**config.mk**
```make
export PLATFORM = sky130hd
export DESIGN_NAME = shift_arbiter
export DESIGN_NICKNAME = d
export VERILOG_FILES = /design/src/rtl/shift_arbiter.sv
export SDC_FILE = /design/constraint.sdc
export NUM_CORES = 1
export LEC_CHECK = 0
export CAP_MARGIN = 20
export CORE_AREA = 2 2 78 80
export CTS_CLUSTER_SIZE = 25
export DETAILED_ROUTE_END_ITERATION = 8
export DIE_AREA = 0 0 80 82
export DONT_BUFFER_PORTS = 1
export GPL_TIMING_DRIVEN = 0
export PLACE_DENSITY_LB_ADDON = 0.12
export RECOVER_POWER = 100
export SYNTH_ARGS = -nofsm -noshare
export SYNTH_HDL_FRONTEND = slang
export SYNTH_SLANG_ARGS = --single-unit
```
**constraint.sdc**
```tcl
create_clock -name clk -period 3.5 [get_ports clk]
set_input_delay 0.875 -clock clk [delete_from_list [all_inputs] [get_ports clk]]
set_output_delay 0.875 -clock clk [all_outputs]
set_load 0.02 [all_outputs]
```
**src/rtl/shift_arbiter.sv**
```systemverilog
// rtl/shift_arbiter.sv - two-requester arbiter sharing one shifter_extender
// Optional feature macro: SHIFT_ARB_RR_EN (round-robin arbitration; fixed priority when undefined)
module shift_arbiter (
  input  logic        clk,
  input  logic        reset_n,
  input  logic        req0_valid,
  output logic        req0_ready,
  input  logic [31:0] req0_in,
  input  logic [5:0]  req0_value,
  input  logic [2:0]  req0_t,
  input  logic        req0_e,
  input  logic        req1_valid,
  output logic        req1_ready,
  input  logic [31:0] req1_in,
  input  logic [5:0]  req1_value,
  input  logic [2:0]  req1_t,
  input  logic        req1_e,
  output logic [31:0] sh_in,
  output logic [5:0]  sh_value,
  output logic [2:0]  sh_t,
  output logic        sh_e,
  input  logic [31:0] sh_out,
  output logic        rsp_valid,
  output logic        rsp_id,
  output logic [31:0] rsp_data,
  input  logic        rsp_ready
);

  typedef enum logic [1:0] {
    ST_IDLE = 2'd0,
    ST_EXEC = 2'd1,
    ST_RESP = 2'd2
  } state_t;

  state_t      r_state;
  state_t      w_state_nxt;
  logic        w_sel;
  logic        w_can_accept;
  logic        w_accept;
  logic        r_grant_id;
  logic        r_rsp_valid;
  logic        r_rsp_id;
  logic [31:0] r_rsp_data;
  logic [31:0] r_sh_in;
  logic [5:0]  r_sh_value;
  logic [2:0]  r_sh_t;
  logic        r_sh_e;

`ifdef SHIFT_ARB_RR_EN
  // Last granted requester; reset to 1 so requester 0 wins the first tie
  logic r_last_grant;

  // Pointer follows every acceptance
  always_ff @(posedge clk or negedge reset_n) begin
    if (!reset_n) begin
      r_last_grant <= 1'b1;
    end else if (w_accept) begin
      r_last_grant <= w_sel;
    end
  end

  // Round-robin winner: on a tie the requester not granted last time wins
  always_comb begin
    w_sel = 1'b0;
    if (req0_valid && req1_valid) begin
      w_sel = ~r_last_grant;
    end else if (req1_valid) begin
      w_sel = 1'b1;
    end
  end
`else
  // Fixed priority winner: requester 0 always wins a tie
  always_comb begin
    w_sel = 1'b0;
    if (req1_valid && !req0_valid) begin
      w_sel = 1'b1;
    end
  end
`endif

  // A new request may be taken in IDLE, or in RESP in the same cycle the result drains
  assign w_can_accept = (r_state == ST_IDLE) || ((r_state == ST_RESP) && rsp_ready);
  assign w_accept     = w_can_accept && (req0_valid || req1_valid);
  assign req0_ready   = w_can_accept && req0_valid && !w_sel;
  assign req1_ready   = w_can_accept && req1_valid && w_sel;

  // State register
  always_ff @(posedge clk or negedge reset_n) begin
    if (!reset_n) begin
      r_state <= ST_IDLE;
    end else begin
      r_state <= w_state_nxt;
    end
  end

  // Next-state logic
  always_comb begin
    w_state_nxt = r_state;
    case (r_state)
      ST_IDLE: begin
        if (w_accept) begin
          w_state_nxt = ST_EXEC;
        end
      end
      ST_EXEC: begin
        w_state_nxt = ST_RESP;
      end
      ST_RESP: begin
        if (rsp_ready) begin
          w_state_nxt = w_accept ? ST_EXEC : ST_IDLE;
        end
      end
      default: begin
        w_state_nxt = ST_IDLE;
      end
    endcase
  end

  // Shifter controls latch only on acceptance; response captured in EXEC, held until drained
  always_ff @(posedge clk or negedge reset_n) begin
    if (!reset_n) begin
      r_sh_in     <= 32'd0;
      r_sh_value  <= 6'd0;
      r_sh_t      <= 3'd0;
      r_sh_e      <= 1'b0;
      r_grant_id  <= 1'b0;
      r_rsp_valid <= 1'b0;
      r_rsp_id    <= 1'b0;
      r_rsp_data  <= 32'd0;
    end else begin
      if (w_accept) begin
        r_sh_in    <= w_sel ? req1_in    : req0_in;
        r_sh_value <= w_sel ? req1_value : req0_value;
        r_sh_t     <= w_sel ? req1_t     : req0_t;
        r_sh_e     <= w_sel ? req1_e     : req0_e;
        r_grant_id <= w_sel;
      end
      if (r_state == ST_EXEC) begin
        r_rsp_valid <= 1'b1;
        r_rsp_id    <= r_grant_id;
        r_rsp_data  <= sh_out;
      end else if ((r_state == ST_RESP) && rsp_ready) begin
        r_rsp_valid <= 1'b0;
      end
    end
  end

  assign sh_in     = r_sh_in;
  assign sh_value  = r_sh_value;
  assign sh_t      = r_sh_t;
  assign sh_e      = r_sh_e;
  assign rsp_valid = r_rsp_valid;
  assign rsp_id    = r_rsp_id;
  assign rsp_data  = r_rsp_data;

endmodule

```
## Word level (Yosys, flattened, before mapping)

Cells that the tools add are included.

| storage, ports and cells | value |
|---|---|
| input port bits | 121 |
| word-level logic and storage cells | 38 |
| flip-flop bits (word level) | 79 |
| output and inout bits | 78 |

| cells by class | value |
|---|---|
| reduce and logical (&&, ||, !) cells | 14 |
| equality and inequality tests | 4 |
| muxes and demuxes | 11 |

Operators by type and width:

| operator | count |
|---|---|
| 32-bit 2-to-1 mux | 1 |
| 1-bit logical AND | 7 |
| 6-bit 2-to-1 mux | 1 |
| 2-bit case mux with 3 select lines | 1 |
| 1-bit 2-to-1 mux | 5 |
| 2-bit 2-to-1 mux | 2 |
| 2-bit != test (second input constant) | 2 |
| 3-bit 2-to-1 mux | 1 |
| 2-bit by 1-bit equality test with 1-bit output (second input constant) | 1 |
| 2-bit equality test (second input constant) | 1 |
| 1-bit logical NOT | 2 |
| 2-bit logical NOT | 1 |
| 1-bit logical OR | 2 |
| 2-bit AND reduction | 1 |
| 2-bit nonzero test | 1 |

## Longest topological paths before layout

Gate-level depths: netlist (run 1).

| depth | value |
|---|---|
| depth after elaboration | 7 |
| gate-level depth with buffers | 5 |
| gate-level depth less buffers | 3 |

## Worst setup path after synthesis (run 1)

No wires, ideal clock.

| timing | value |
|---|---|
| kind | input to output |
| start point | in req1_valid |
| end point | out req1_ready |
| data arrival time | 1519 ps |
| required time | 2625 ps |
| cell stages on the path | 4 |
| buffers on the path | 2 |
| path slack | 1106 ps |
| cell sequence | nor2b_4 > buf_6 > buf_6 > and3_1 |

| between the ends | value |
|---|---|
| longest elaborated chain between the ends | 3 |
| elaborated cells between the ends (all ways) | 4 |
| those cells by class | mux: 1; reduce/logical: 3 |

Ends and longest elaborated chain:

| item | line | RTL |
|---|---|---|
| from (decl) | 12 | `input logic req1_valid,` |
| 1-bit logical AND | 75 | `if (req1_valid && !req0_valid) begin` |
| 1-bit 2-to-1 mux | 75 |  |
| 1-bit logical AND (*) | 85 | `assign req1_ready = w_can_accept && req1_valid && w_sel;` |
| to (decl) | 13 | `output logic req1_ready,` |

Every way passes the cells marked *; elsewhere a longest branch is shown, timed or not.

## Worst setup path in the final report (run 1)

Ends and elaborated chain as after synthesis.

==> impl_metrics.yaml, run 1 <==
setup_path:
  cp.arrival_ns: 1.94
  path_buf_inv: 2
  cpMaxStageDelayCell: "clkbuf_1"
  worstSetupEndpointType: "output pin"
  path_max_fanout: 10
  rr_startpoint: "r_state[1]"
  r2r_cells: 4
  max_stage_delay_ns: 0.43
  cpLargestDelayFamily: "buffers and inverters"
  cp-start-kind: "input pin"
  path_class: "in2out"
  critPathRequiredTime_ns: 2.62
  r2r_end: "sh_in[19]"
  path_cells: "nor2b_4, buf_6, clkbuf_1, and3_1"
  rrSetupSlack_ns: 1.17
finish:
  fin_cells: 315
  syn_to_final_growth_pct: 4.56
  regArea_um2: 1980
  layout-drive-gt1-share_pct: 52.5
  diodes: 0
  fillerInstances: 433
  multiInputGateArea_um2: 1410
  fin_util_pct: 65.4
  nets: 356
synthesis:
  syn-num-nets: 345
  syn_inst: 224
  synthTopCellsByCount: "mux2_2 (105), dfrtp_1 (79), mux2_4 (12)"
  seq_area_frac_synth_pct: 55.0
  netlist_area_um2: 3590
  synth-seq-cells: 79
  synth-edff-count: 0
  yosysWarnings: 0
  synth_area_per_cell_um2: 16.0
  synthArstFlopShare_pct: 100
  synth_cell_types: 18
  ys_top_cells_by_area: "dfrtp_1 (55%), mux2_2 (33%), mux2_4 (5.0%), buf_6 (2.5%), clkbuf_8 (0.77%)"
  yosysMostFrequentCell: "mux2_2"
  yosysTopAreaCell: "dfrtp_1"
  yosys_most_used_dff: "dfrtp_1"
  yosys.area.top_type_share_pct: 55.0
clock_tree:
  clock_sinks: 79
  clkTransAtPathRegs_ns: 0.08
  cts.htree.levels: 3
  clock_path_buffers: 2
  post_cts_buffers: 0
  cts-resized-gates: 0
  cts.hold.buffers_added: 0
  root_buffer: "clkbuf_8"
  cts_buffers: 9
  cts_tree: "done"
  clk_latency_ns: 0.34
route:
  highest_layer: "met4"
  drc_errors: 0
  dr.pass1.iters: 3
  drt-met1-wl_mm: 2.30
  wl_met2_mm: 3.60
  wl_per_cell_um: 21.3
  via_count: 1874
  routed_via_density: 5.95
  first_iter_violations: 54
  route.met3.wl_um: 697
  antenna_left: 0
  wl_mm: 6.73
floorplan:
  die_area_um2: 6560
  io_pins: 199
  die_h_um: 82
  initial_core_util_pct: 62.5
  die_w_um: 80
  fp.coreArea_um2: 5750
  rows: 28
place:
  port_buffers: 0
  dp.final_hpwl_mm: 5.32
  gp_congestion: 0.710
  dp_cells: 299
power_and_ir_drop:
  power_leakage_nw: 1.56
  p_int_mw: 2.23
  pwr-share-clk_pct: 17.2
  power_switching_mw: 1.51
  power_density_nw_per_um2: 994
  peakVddDrop_v: 0.000539
  comb_power_share_pct: 21.4
  swShare_pct: 40.4
  power.total_mw: 3.73
  p_seq_share_pct: 61.4
grt:
  antenna_found_initial: 0
  grt_max_degree: 80
  grt_pass1_vias: 2053
  grt_use_total_pct: 20.7
  grt_overflow: 0
  grt_pass1_wl_mm: 10.1
sta:
  final-setup-viol-count: 0
  fin_tns_setup_ns: 0
  final_max_slew_viol_count: 0
  final_hold_viol_count: 0
  relSlewSlack_pct: 38.7
  fmax_ghz: 0.356
  final.period_utilization_pct: 80.3
  worst_pin_slew_ns: 0.913
  fin_worst_skew_ns: 0.00726
  min_period_ns: 2.81
  rsz0062_at_grt: "no"
outcome:
  outcome: "completed"
worst_hold_path:
  hold_class: "in2async"
flow_run:
  drv.max_cap_violation_count: 0
## state kept, by name, indices dropped and copies added, names as in the netlist
register    cells
rsp_data       32
sh_in          32
sh_value        6
sh_t            3
r_state         2
r_grant_id      1
rsp_id          1
rsp_valid       1
sh_e            1
## logic make-up after synthesis
| logic type | count (synthesis) | share of synthesized area (%) |
|---|---|---|
| buf+inv | 14 | 4.11 |
| simple gates | 10 | 2.23 |
| compound gates | 4 | 0.697 |
| flops | 79 | 55.0 |
| mux | 117 | 37.9 |
## power groups by stage
stage | logic (mW) | clock network [mW] | registers [mW]
floorplan | 0.828 | 0 | 2.19
global placement | 0.885 | 0 | 2.31
detailed placement | 0.938 | 0 | 2.33
CTS | 0.941 | 0.659 | 2.31
global route | 0.879 | 0.707 | 2.35
finish | 0.799 | 0.642 | 2.29
## stage by stage
step,setup slack (ns),area [um2],hold WS (ns)
2_1_floorplan,1.11,3590,0.457
3_3_place_gp,1.03,3690,0.493
3_5_place_dp,1.02,3690,0.504
4_1_cts,1.02,3880,0.209
5_1_grt,0.607,3760,0.195
6_report,0.688,3760,0.223
## cell type report
class | instances | share of cell area, %
tap | 75 | 2.50
inverter | 2 | 0.200
multi-input combinational | 131 | 37.5
clock inverter | 4 | 1.20
clock buffer | 12 | 3.86
sequential | 79 | 52.6
buffer | 12 | 2.10
## layout by cell type (no fill, tap or decap)
| master | instances |
|---|---|
| nand2b_1 | 1 |
| buf_8 | 1 |
| bufinv_16 | 1 |
| clkbuf_8 | 10 |
| mux2_4 | 2 |
| a31oi_1 | 1 |
| nor2_1 | 4 |
| nor2b_1 | 1 |
| clkbuf_1 | 10 |
| dfrtp_1 | 79 |
| and3_1 | 2 |
| a21oi_1 | 1 |
| nor3_1 | 1 |
| clkinv_2 | 3 |
| buf_6 | 3 |
| a21o_2 | 1 |
| mux2_2 | 104 |
| nor2b_4 | 1 |
| mux2_1 | 11 |
| inv_1 | 2 |
| o21ai_0 | 1 |
## worst max path at each step
stage	slack (ns)	cells after the start	start	to
final	0.69	4	req1_valid	req1_ready
after global routing	0.61	4	req1_valid	req1_ready
after CTS	1.02	4	req1_valid	req1_ready
after detailed placement	1.02	4	req1_valid	req1_ready
after global placement	1.03	4	req1_valid	req1_ready
after floorplan	1.11	4	req1_valid	req1_ready
## layer usage
metal | track usage (%) | up-vias
met1 | 22.5 | 934
met4 | 9.83 | 0
li1 | - | 821
met5 | 0 | -
met3 | 8.02 | 11
met2 | 35.8 | 108
Note: power is estimated with default switching activity, not from simulation.
==> run 2, diff against run 1 <==
--- a/config.mk
+++ b/config.mk
@@ -6,10 +6,10 @@
 export NUM_CORES = 1
 export LEC_CHECK = 0
 export CAP_MARGIN = 20
-export CORE_AREA = 2 2 78 80
+export CORE_ASPECT_RATIO = 1.5
+export CORE_UTILIZATION = 57
 export CTS_CLUSTER_SIZE = 25
 export DETAILED_ROUTE_END_ITERATION = 8
-export DIE_AREA = 0 0 80 82
 export DONT_BUFFER_PORTS = 1
 export GPL_TIMING_DRIVEN = 0
 export PLACE_DENSITY_LB_ADDON = 0.12
==> constraint.sdc (replaced) <==
create_clock -name clk -period 2.4 [get_ports clk]
set_input_delay 0.6 -clock clk [delete_from_list [all_inputs] [get_ports clk]]
set_output_delay 0.6 -clock clk [all_outputs]
set_load 0.02 [all_outputs]
==> impl_metrics.yaml, run 2 (synthesized netlist as in run 1, its figures left out) <==
grt:
  antenna_found_initial: 0
  grt_pass1_wl_mm: 10.2
  grt_overflow: 0
  grt_pass1_vias: 2133
  grt_max_degree: 80
  grt_use_total_pct: 21.1
finish:
  fin_util_pct: 61.8
  diodes: 0
  final_common_cell: "mux2_2"
  fin_cells: 314
  fin_area_um2: 3790
  multiInputGateArea_um2: 1420
  layout_common_cells: "mux2_2 (105), dfrtp_1 (79), clkbuf_8 (11)"
  regArea_um2: 1980
  fillerInstances: 495
  syn_to_final_growth_pct: 5.40
  layout-drive-gt1-share_pct: 54.6
  nets: 356
route:
  antenna_left: 0
  wl_per_cell_um: 21.5
  wl_mm: 6.77
  routed_via_density: 5.94
  dr.pass1.iters: 4
  drc_errors: 0
  first_iter_violations: 58
  via_count: 1864
setup_path:
  path_class: "in2out"
  worstSetupEndpointType: "output pin"
  rr_startpoint: "r_state[1]"
  cp.arrival_ns: 1.45
  path_max_fanout: 10
  worstSetupStartpoint: "req1_valid"
  cp-start-kind: "input pin"
  critPathRequiredTime_ns: 1.80
clock_tree:
  cts.htree.levels: 3
  clk_latency_ns: 0.34
  cts_tree: "done"
  cts_buffers: 9
  clock_path_buffers: 2
  clkTransAtPathRegs_ns: 0.08
  clock_sinks: 79
  post_cts_buffers: 0
  root_buffer: "clkbuf_8"
  cts-resized-gates: 0
sta:
  final.period_utilization_pct: 85.3
  fin_worst_skew_ns: 0.00880
  final_max_slew_viol_count: 0
  worst_pin_slew_ns: 0.556
  rsz0062_at_grt: "no"
  fmax_ghz: 0.488
  fin_tns_setup_ns: 0
  min_period_ns: 2.05
  relSlewSlack_pct: 63.0
  final_hold_viol_count: 79
  final-setup-viol-count: 0
  holdWs_ns: -0.0517
place:
  gp_congestion: 0.694
  placement.cell_area_um2: 3680
  dp_cells: 298
  dp.final_hpwl_mm: 5.17
  port_buffers: 0
floorplan:
  initial_core_util_pct: 58.6
  die_h_um: 99.2
  io_pins: 199
  die_w_um: 66.8
  fp.coreArea_um2: 6130
  rows: 35
  die_area_um2: 6630
outcome:
  violations: "negative hold slack"
  outcome: "finished with violations"
worst_hold_path:
  hold_class: "in2async"
flow_run:
  drv.max_cap_violation_count: 0
power_and_ir_drop:
  power_density_nw_per_um2: 1450
  peakVddDrop_v: 0.000874
  power_leakage_nw: 1.56
==> run 2: cell types whose count changed in the layout (fill, tap and decap cells not counted), sizes merged <==
cell,before,now
clkinvlp,0,3
clkbuf,20,19
clkinv,3,1
==> run 2: per-stage QoR <==
stage	setup WS [ns]	hold WS [ns]	power [mW]
global route	0.277	-0.0845	5.76
finish	0.352	-0.0517	5.49
detailed placement	0.477	0.306	4.75
CTS	0.474	-0.0643	5.72
global placement	0.487	0.306	4.63
floorplan	0.556	0.304	4.40
==> run 2: where the power goes <==
part           total, mW  switching (mW)  internal [mW]
Clock              0.960           0.453          0.507
Combinational       1.20           0.448          0.753
Sequential          3.33            1.32           2.01
Total               5.49            2.22           3.27
==> run 2: worst max-delay path: stages <==
cell and delay (ns):
nor2b_4 0.11, buf_6 0.14, clkbuf_2 0.26, and3_1 0.33
==> run 2: path summary, 6_finish.rpt <==
kind                                to  slack [ns]  depth (start not counted)
max in group asynchronous         sh_e        2.29                          0
min in group clk           rsp_data[2]        0.41                          1
setup / recovery            req1_ready        0.35                          4
hold reg to reg             r_grant_id        0.51                          2
hold / removal                sh_in[3]       -0.05                          0
setup reg to reg             sh_in[18]        0.45                          4
==> run 2: final cells by class <==
type                       instances  share of cell area [%]
buffer                            12                    2.38
clock inverter                     5                    1.52
inverter                           2                   0.198
tap                               74                    2.45
clock buffer                      11                    3.73
multi-input combinational        131                    37.5
sequential                        79                    52.2
==> run 2: metal layers <==
layer | vias to the layer above | wire, um | GRT usage (%)
met5 | - | 0 | 0
met4 | 0 | 102 | 8.67
met3 | 9 | 694 | 9.29
met2 | 124 | 3800 | 37.8
met1 | 917 | 2170 | 20.2
li1 | 814 | - | -
==> run 3, diff against run 2 <==
--- a/config.mk
+++ b/config.mk
@@ -7,7 +7,7 @@
 export LEC_CHECK = 0
 export CAP_MARGIN = 20
 export CORE_ASPECT_RATIO = 1.5
-export CORE_UTILIZATION = 57
+export CORE_UTILIZATION = 54
 export CTS_CLUSTER_SIZE = 25
 export DETAILED_ROUTE_END_ITERATION = 8
 export DONT_BUFFER_PORTS = 1
==> constraint.sdc (replaced) <==
create_clock -name clk -period 2.4 [get_ports clk]
set_input_delay 0.6 -clock clk [delete_from_list [all_inputs] [get_ports clk]]
set_output_delay 0.6 -clock clk [all_outputs]
set_load 0.1 [all_outputs]
==> impl_metrics.yaml, run 3 (synthesized netlist as in run 1, its figures left out) <==
outcome:
  outcome: "finished with violations"
  violations: "negative hold slack"
place:
  port_buffers: 0
  pre_cts_ws_ns: -0.0780
  gp_congestion: 0.696
  dp.final_hpwl_mm: 5.32
floorplan:
  die_w_um: 68.6
  die_area_um2: 6990
  die_h_um: 102
  rows: 36
  fp.coreArea_um2: 6440
  initial_core_util_pct: 55.8
  io_pins: 199
grt:
  grt_use_total_pct: 20.0
  grt_overflow: 0
  antenna_found_initial: 0
  grt_pass1_wl_mm: 9.89
  grt_pass1_vias: 2019
  grt_max_degree: 80
sta:
  relSlewSlack_pct: 36.8
  final-setup-viol-count: 0
  final_hold_viol_count: 79
  final_max_slew_viol_count: 0
  min_period_ns: 2.18
  fin_tns_setup_ns: 0
  worst_pin_slew_ns: 0.948
  fin_ws_ns: 0.219
  fin_worst_skew_ns: 0.00773
  holdWs_ns: -0.0480
  final.period_utilization_pct: 90.9
  fmax_ghz: 0.458
  rsz0062_at_grt: "no"
route:
  drt-met1-wl_mm: 2.33
  wl_per_cell_um: 22.2
  routed_via_density: 5.98
  wl_met2_mm: 3.95
  via_count: 1885
  first_iter_violations: 47
  drc_errors: 0
  highest_layer: "met4"
  wl_mm: 7.01
  route.met3.wl_um: 643
  antenna_left: 0
  dr.pass1.iters: 4
setup_path:
  cpLargestDelayFamily: "simple AND/OR/NAND/NOR gates"
  cp.arrival_ns: 1.58
  path_class: "in2out"
  path_buf_inv: 2
  r2r_cells: 4
  path_cells: "nor2b_4, buf_6, buf_6, and3_2"
  rrSetupSlack_ns: 0.45
  max_stage_delay_ns: 0.54
  cpMaxStageDelayCell: "and3_2"
  worstSetupEndpointType: "output pin"
  critPathRequiredTime_ns: 1.80
  crit_top_cell: "buf_6"
  rr_startpoint: "r_state[1]"
  path_max_fanout: 10
  cp-start-kind: "input pin"
  r2r_end: "sh_in[13]"
clock_tree:
  clk_latency_ns: 0.34
  clock_sinks: 79
  clock_path_buffers: 2
  cts_tree: "done"
  root_buffer: "clkbuf_8"
  cts.htree.levels: 3
  cts_buffers: 9
  clkTransAtPathRegs_ns: 0.08
finish:
  diodes: 0
  layout_common_cells: "mux2_2 (105), dfrtp_1 (79), mux2_1 (10)"
  final_common_cell: "mux2_2"
  layout-drive-gt1-share_pct: 54.4
  nets: 356
  syn_to_final_growth_pct: 6.20
flow_run:
  drv.max_cap_violation_count: 0
worst_hold_path:
  hold_class: "in2async"
-- run 3: how the worst max path moves through the flow --
stage | from | end | slack (ns) | depth (start not counted)
after floorplan | req1_valid | req1_ready | 0.03 | 4
after global placement | req1_valid | req1_ready | -0.05 | 4
final | req1_valid | req1_ready | 0.22 | 4
after detailed placement | req1_valid | req1_ready | -0.08 | 4
after global routing | req1_valid | req1_ready | 0.17 | 4
after CTS | req1_valid | req1_ready | 0.22 | 4
-- run 3: per-layer routing --
metal	vias to the layer above	global-route usage [%]
met4	0	8.33
met2	126	34.8
met5	-	0
li1	817	-
met1	932	19.3
met3	10	10.2
-- run 3: per-stage QoR --
step / instances / hold slack, ns / util (%) / area, um2
after floorplan: 224 / 0.304 / - / 3590
after global placement: 300 / 0.306 / 57.2 / 3690
after detailed placement: 300 / 0.306 / 57.2 / 3690
after CTS: 315 / -0.0700 / 60.8 / 3920
after global routing: 315 / -0.0881 / 59.2 / 3810
final: 315 / -0.0480 / 59.2 / 3810
-- run 3: layout make-up --
class,count,area (um2)
Clock inverter,4,95.1
Fill cell,531,2630
Inverter,2,7.51
Tap cell,76,95.1
Buffer,12,86.3
Multi-Input combinational cell,131,1420
Sequential cell,79,1980
Clock buffer,11,131
-- run 3: worst register-to-register path, delay by kind of cell, from the launching register on --
family                 cells  cell delay (ns)
AND/OR/NAND/NOR            2             0.52
buffers and inverters      1             0.51
multiplexers               1             0.41
flip-flops                 1             0.41
-- run 3: timing repair --
action                                  4_1_cts  5_1_grt
hold endpoints to repair                     79       79
buffers inserted                              0        0
endpoints found under the setup margin        2        0
resized for setup                             2        0
Power of run 3 is left out: the tool's default activity adds up to more than one toggle a clock period on the data nets, which glitch-free logic cannot reach.
